--- config.mk ---
export PLATFORM = sky130hd
export DESIGN_NAME = button_pulse_bank
export DESIGN_NICKNAME = d
export VERILOG_FILES = /design/src/rtl/button_pulse_bank.sv
export SDC_FILE = /design/constraint.sdc
export NUM_CORES = 1
export LEC_CHECK = 0
export CORE_MARGIN = 4
export CORE_UTILIZATION = 63
export CTS_CLUSTER_DIAMETER = 40
export DETAILED_ROUTE_END_ITERATION = 8
export PLACE_DENSITY = 0.8
export SYNTH_ARGS = -nofsm -noshare
export SYNTH_HDL_FRONTEND = slang
export SYNTH_SLANG_ARGS = --single-unit
--- constraint.sdc ---
create_clock -name clk -period 2.49 [get_ports clk]
set_clock_uncertainty 0.05 [all_clocks]
set_input_delay 0.498 -clock clk [delete_from_list [all_inputs] [get_ports clk]]
set_output_delay 0.498 -clock clk [all_outputs]
set_load 0.02 [all_outputs]
--- src/rtl/button_pulse_bank.sv ---
// Multi-channel push-button conditioner: sync, debounce, press pulse, auto-repeat.
// Define PB_RELEASE_PULSE_EN to add the btn_release one-cycle pulse output.
module button_pulse_bank #(
    parameter int N_CH          = 4,
    parameter int DB_CYCLES     = 16,
    parameter int HOLD_CYCLES   = 1000,
    parameter int REPEAT_CYCLES = 200,
    parameter int CNT_W         = 20
) (
    input  logic            clk,
    input  logic            rst,
    input  logic [N_CH-1:0] btn_raw,
    output logic [N_CH-1:0] btn_level,
    output logic [N_CH-1:0] btn_pulse,
    output logic [N_CH-1:0] btn_hold
`ifdef PB_RELEASE_PULSE_EN
    ,
    output logic [N_CH-1:0] btn_release
`endif
);

    typedef enum logic [1:0] {
        S_IDLE,
        S_PRESSED,
        S_HOLD
    } state_e;

    localparam bit             REP_EN   = (REPEAT_CYCLES > 0);
    localparam logic [CNT_W-1:0] ONE      = CNT_W'(1);
    localparam logic [CNT_W-1:0] DB_MAX   = CNT_W'(DB_CYCLES - 1);
    localparam logic [CNT_W-1:0] HOLD_MAX = CNT_W'(HOLD_CYCLES - 1);
    localparam logic [CNT_W-1:0] REP_MAX  = CNT_W'(REP_EN ? REPEAT_CYCLES - 1 : 0);

    logic [N_CH-1:0]  sync1_q, sync1_d;
    logic [N_CH-1:0]  sync2_q, sync2_d;
    logic [N_CH-1:0]  level_q, level_d;
    logic [N_CH-1:0]  lvl_prev_q, lvl_prev_d;
    logic [N_CH-1:0]  pulse_q, pulse_d;
    logic [N_CH-1:0]  rep_tick;
    logic [CNT_W-1:0] db_cnt_q [N_CH];
    logic [CNT_W-1:0] db_cnt_d [N_CH];
    logic [CNT_W-1:0] hold_cnt_q [N_CH];
    logic [CNT_W-1:0] hold_cnt_d [N_CH];
    logic [CNT_W-1:0] rep_cnt_q [N_CH];
    logic [CNT_W-1:0] rep_cnt_d [N_CH];
    state_e           state_q [N_CH];
    state_e           state_d [N_CH];

    always_comb begin
        sync1_d    = btn_raw;
        sync2_d    = sync1_q;
        lvl_prev_d = level_q;
        level_d    = level_q;
        rep_tick   = '0;
        for (int i = 0; i < N_CH; i++) begin
            db_cnt_d[i]   = db_cnt_q[i];
            hold_cnt_d[i] = hold_cnt_q[i];
            rep_cnt_d[i]  = rep_cnt_q[i];
            state_d[i]    = state_q[i];

            // Level flips only after DB_CYCLES consecutive disagreeing samples.
            if (sync2_q[i] != level_q[i]) begin
                if (db_cnt_q[i] == DB_MAX) begin
                    level_d[i]  = ~level_q[i];
                    db_cnt_d[i] = '0;
                end else begin
                    db_cnt_d[i] = db_cnt_q[i] + ONE;
                end
            end else begin
                db_cnt_d[i] = '0;
            end

            case (state_q[i])
                S_IDLE: begin
                    hold_cnt_d[i] = '0;
                    rep_cnt_d[i]  = '0;
                    if (level_q[i]) state_d[i] = S_PRESSED;
                end
                S_PRESSED: begin
                    if (!level_q[i]) begin
                        state_d[i]    = S_IDLE;
                        hold_cnt_d[i] = '0;
                        rep_cnt_d[i]  = '0;
                    end else if (hold_cnt_q[i] == HOLD_MAX) begin
                        state_d[i]   = S_HOLD;
                        rep_cnt_d[i] = '0;
                        rep_tick[i]  = REP_EN;
                    end else begin
                        hold_cnt_d[i] = hold_cnt_q[i] + ONE;
                    end
                end
                S_HOLD: begin
                    // A tick landing on the release cycle is dropped here.
                    if (!level_q[i]) begin
                        state_d[i]    = S_IDLE;
                        hold_cnt_d[i] = '0;
                        rep_cnt_d[i]  = '0;
                    end else if (REP_EN) begin
                        if (rep_cnt_q[i] == REP_MAX) begin
                            rep_cnt_d[i] = '0;
                            rep_tick[i]  = 1'b1;
                        end else begin
                            rep_cnt_d[i] = rep_cnt_q[i] + ONE;
                        end
                    end
                end
                default: begin
                    state_d[i]    = S_IDLE;
                    hold_cnt_d[i] = '0;
                    rep_cnt_d[i]  = '0;
                end
            endcase
        end
        pulse_d = (level_q & ~lvl_prev_q) | rep_tick;
    end

    always_ff @(posedge clk) begin
        if (rst) begin
            sync1_q    <= '0;
            sync2_q    <= '0;
            level_q    <= '0;
            lvl_prev_q <= '0;
            pulse_q    <= '0;
            for (int i = 0; i < N_CH; i++) begin
                db_cnt_q[i]   <= '0;
                hold_cnt_q[i] <= '0;
                rep_cnt_q[i]  <= '0;
                state_q[i]    <= S_IDLE;
            end
        end else begin
            sync1_q    <= sync1_d;
            sync2_q    <= sync2_d;
            level_q    <= level_d;
            lvl_prev_q <= lvl_prev_d;
            pulse_q    <= pulse_d;
            for (int i = 0; i < N_CH; i++) begin
                db_cnt_q[i]   <= db_cnt_d[i];
                hold_cnt_q[i] <= hold_cnt_d[i];
                rep_cnt_q[i]  <= rep_cnt_d[i];
                state_q[i]    <= state_d[i];
            end
        end
    end

    always_comb begin
        btn_level = level_q;
        btn_pulse = pulse_q;
        for (int i = 0; i < N_CH; i++) begin
            btn_hold[i] = (state_q[i] == S_HOLD);
        end
    end

`ifdef PB_RELEASE_PULSE_EN
    logic [N_CH-1:0] release_q, release_d;

    always_comb begin
        release_d = ~level_q & lvl_prev_q;
    end

    always_ff @(posedge clk) begin
        if (rst) release_q <= '0;
        else     release_q <= release_d;
    end

    assign btn_release = release_q;
`else
    // No release detection in this build.
`endif

endmodule

==> results.md <==
Global route:
- The met1 demand-to-capacity share in global routing is 30.17%.
- For this run, global-route usage on met3 was measured as 3.483%.
- The total overflow left after global routing is 0.
- Entering global routing, the biggest net connects 44 pins.
- The initial antenna violation count is 0.
- The first global-routing pass estimated 45.91 mm of wire.
- The via count of the first global-routing pass is 10400.
- The most utilized layer in the global route result is met2.
- The global routing usage on met2 is 41.33%.
- The overall routing resource usage is 23.68%.

Finish:
- From synthesis to final layout, the design area changed by 14.95%.
- Cells with a size suffix above 1 make up 7.726% of the layout.
- After the last flow step, the layout net total stands at 1581.
- The number of diodes is 0.
- With fillers left out, the area of the finished cells amounts to 14540 um^2.
- The number of standard cells in the layout, taps in and fillers out is 1844.
- The count of filler cells inserted in the layout is 1458.

Floorplan:
- The number of placement rows is 51.
- The height of the chip is 149.7 um.
- The top-level I/O count is 18.
- The initial utilization of the core area, before any placement, comes to 64.55%.
- The floorplan step defined a die boundary enclosing 22400 um^2.
- The die span in x is 149.7 um.
- The core area is 19590 um^2.

Synthesis:
- The average cell area after synthesis is 8.352 um^2.
- The sequential fraction of the synthesis area is 42.43%.
- The number of enable flip-flop cells after synthesis is 0.
- Synthesis produced 1514 cells.
- After synthesis the netlist holds a flip-flop and latch count of 268.
- The Yosys step of the flow raised 0 warnings.
- Counting every net in the synthesized netlist gives 1544.
- Synthesis instantiated 62 different standard cells from the library.
- The share of flip-flops with an asynchronous set or reset after synthesis is 0%.
- The post-synthesis instance area is 12640 um^2.
- The most used flip-flop cell after synthesis is dfxtp_1.

Critical path:
- The worst setup path is of the reg2out kind.
- STA puts the critical path data arrival time at 1890 ps.
- The register-to-register path setup slack is 160 ps.
- The element type at the critical path start is a register.
- The biggest fanout along the worst timing path is 8.
- The required time of the worst setup path is 1940 ps.
- The critical path capture point type is a primary output.

Flow run:
- The tool flagged a number of max-cap violations equal to 0.

Power and ir drop:
- The switching share of total power is 20.76%.
- Sequential cells account for 44.2% of the total power.
- The internal power is 7.714 mW.
- The worst IR drop on VDD is 0.5716 mV.
- Power spread over the standard cell area amounts to 669.8 nW/um^2.
- In this run the static leakage power is 4.435 nW.
- The combinational power share is 0.6%.
- The fraction of power consumed by the clock network is 55.1%.
- The overall power consumption is 9.736 mW.
- The switching power of the nets is 2.021 mW.

STA:
- The worst pin sits at a relative slew slack of 49.48%.
- The final critical path takes up 97.91% of the cycle.
- The max-slew violation count came to 0.
- For the final routed database, the setup TNS stands at 0 ps.
- Across all hold checks on the routed design, the worst slack comes to 362.2 ps.
- Static timing analysis puts the maximum clock frequency at 410.2 MHz.
- The setup-violating endpoint count in the final report is 0.
- For the pin with the worst max-slew slack, the measured transition is 756.2 ps.
- The shortest clock period the worst path allows after layout is 2438 ps.
- The final hold violation count was 0.
- Setup repair after global routing left no endpoint under its margin.

Routing:
- The routed wire length is 26.51 mm.
- In the routed layout, each cell is associated on average with a via count of 5.963.
- The number of detailed-routing iterations run before antenna repair is 5.
- Across all layers, the routed design uses 11000 vias.
- In this run the remaining antenna-violating nets after routing total 0.
- The first routing iteration left 603 violations.
- In the routed design, unresolved DRC markers number 0.
- The routed length per instance is 14.38 um.

Clocking:
- CTS placed an instance of clkbuf_16 at the clock tree root.
- The number of buffers inserted during clock tree synthesis is 37.
- The clock passes through at most 3 buffers.
- The clock latency at the later pin of the worst-skew pair is 520 ps.
- The clock drives 268 sinks.
- After clock tree synthesis, the clock-pin slew on the worst setup and hold paths is 60 ps.
- After clock tree synthesis, the flow added hold-fix buffers numbering 0.
- The TritonCTS clock tree is yes.
- The number of levels in the clock H-tree is 2.

Placement:
- The HPWL after detailed placement is 17.41 mm.
- The placed cell area is 13240 um^2.
- The final weighted congestion in routability-driven placement is 0.8282.
- The cell count after placement is 1777.
- Port buffering added 17 buffers.

Worst hold path:
- The path class of the tightest hold or removal check is reg2reg.

Outcome:
- The run finished with clean final reports.
cells in the mapped netlist, drive strengths merged, types with 2 or more instances:
cell type	n	area share [%]
a211oi	2	0.12
a21boi	6	0.36
a21o	2	0.12
a21oi	111	4.4
a31oi	6	0.30
a32o	2	0.16
a32oi	2	0.14
and2	13	0.64
and3	31	1.5
and4	18	1.2
buf	7	0.30
clkbuf	51	1.5
dfxtp	268	42
ha	24	2.4
inv	59	1.8
mux2i	6	0.47
nand2	95	2.8
nand2b	4	0.20
nand3	94	3.7
nand4	49	2.4
nand4b	4	0.28
nor2	177	5.3
nor2b	9	0.45
nor3	36	1.5
nor4	49	2.5
o2111ai	4	0.28
o211ai	6	0.36
o21a	3	0.18
o21ai	61	2.4
o31ai	48	2.8
o41ai	2	0.14
or2	4	0.20
or3	60	3.0
or4	57	3.4
or4b	3	0.27
xnor2	69	4.8
xor2	58	4.0
power by group through the flow:
stage          registers, mW  logic, mW  clock network, mW
2_1_floorplan           4.40     0.0384                  0
3_3_place_gp            4.40     0.0612                  0
3_5_place_dp            4.40     0.0626                  0
4_1_cts                 4.31     0.0630               5.46
5_1_grt                 4.30     0.0700               5.66
6_report                4.31     0.0624               5.37
registers in the layout (all words and copies together), names as in the netlist:
signal and cells:
sync1_q 4, hold_cnt_q 80, db_cnt_q 80, rep_cnt_q 80, btn_pulse 4, state_q 8
sync2_q 4, btn_level 4, lvl_prev_q 4
layout make-up:
class / count / area (um^2) / share of cell area [%]
inverter: 59 / 221.5 / 1.524
sequential: 268 / 5365 / 36.91
clock inverter: 23 / 297.8 / 2.049
multi-input combinational: 1129 / 6850 / 47.13
timing repair buffer: 56 / 486.7 / 3.349
clock buffer: 44 / 982.2 / 6.757
tap: 265 / 331.6 / 2.281
final timing paths:
check	startpoint	to	cells after the start
worst max-delay path	state_q[3][0]$_SDFFE_PP0P_	btn_hold[3]	3
worst min-delay path	lvl_prev_q[2]$_SDFF_PP0_	btn_pulse[2]$_SDFF_PP0_	1
worst max register to register	hold_cnt_q[2][0]$_SDFFE_PP0P_	rep_cnt_q[2][10]$_SDFFE_PP0P_	6
worst min register to register	lvl_prev_q[2]$_SDFF_PP0_	btn_pulse[2]$_SDFF_PP0_	1
per-stage QoR:
step	util [%]	setup WS (ps)
after floorplan	-	239.4
after global placement	67.61	91.35
after detailed placement	67.61	-35.92
after CTS	74.20	40.95
after global routing	74.20	5.876
final	74.20	52.14
critical path, stage by stage, from the launching register on:
cell and delay [ps]:
dfxtp_1 340, inv_1 100, ha_2 300, clkdlybuf4s50_1 640
timing repair:
item / in CTS / in global routing
setup endpoints to repair: 22 / 9
endpoints found under the hold margin: 0 / 0
gates resized for setup: 4 / 1
buffers inserted: 0 / 0
per-layer routing:
layer	share of wire (%)	vias up	wire length (um)
li1	-	5562	-
met1	45	5144	11880
met2	49	233	12910
met3	4.0	56	1063
met4	2.5	0	650
met5	0	-	0
placed cells by master, fill, tap and decap left out, types with 4 or more instances in the layout:
cell | Yosys | routed
nor3_1 | 35 | 35
dfxtp_1 | 268 | 268
o2111ai_1 | 4 | 4
clkbuf_16 | 0 | 37
and3_1 | 31 | 31
ha_1 | 24 | 22
nand2b_1 | 4 | 4
a31oi_1 | 6 | 6
or4_1 | 56 | 56
nand4_1 | 49 | 49
o21ai_1 | 8 | 9
clkbuf_1 | 51 | 4
o31ai_1 | 48 | 47
bufinv_16 | 0 | 5
mux2i_1 | 6 | 6
a21oi_1 | 110 | 109
and2_1 | 13 | 13
inv_6 | 0 | 5
xnor2_1 | 69 | 69
a21boi_0 | 5 | 5
and4_1 | 18 | 18
or2_2 | 4 | 4
inv_1 | 59 | 59
o21ai_0 | 52 | 51
buf_4 | 0 | 37
clkdlybuf4s50_1 | 0 | 16
nand4b_1 | 4 | 4
nor2b_1 | 9 | 9
o211ai_1 | 6 | 6
xor2_1 | 58 | 58
nand3_1 | 94 | 94
nor2_1 | 177 | 177
nand2_1 | 95 | 95
or3_1 | 60 | 60
nor4_1 | 48 | 48
clkinvlp_4 | 0 | 6
kinds of logic after synthesis:
family,count (synthesis),synth area share (%)
multiplexers,7,0.5937
flip-flops,268,42.43
AND/OR/NAND/NOR,707,29.74
adder cells (fa/ha/maj),24,2.375
buffers and inverters,117,3.562
XOR/XNOR,127,8.797
AO/OA/AOI/OAI,264,12.50
(Power assumes the default switching activity.)
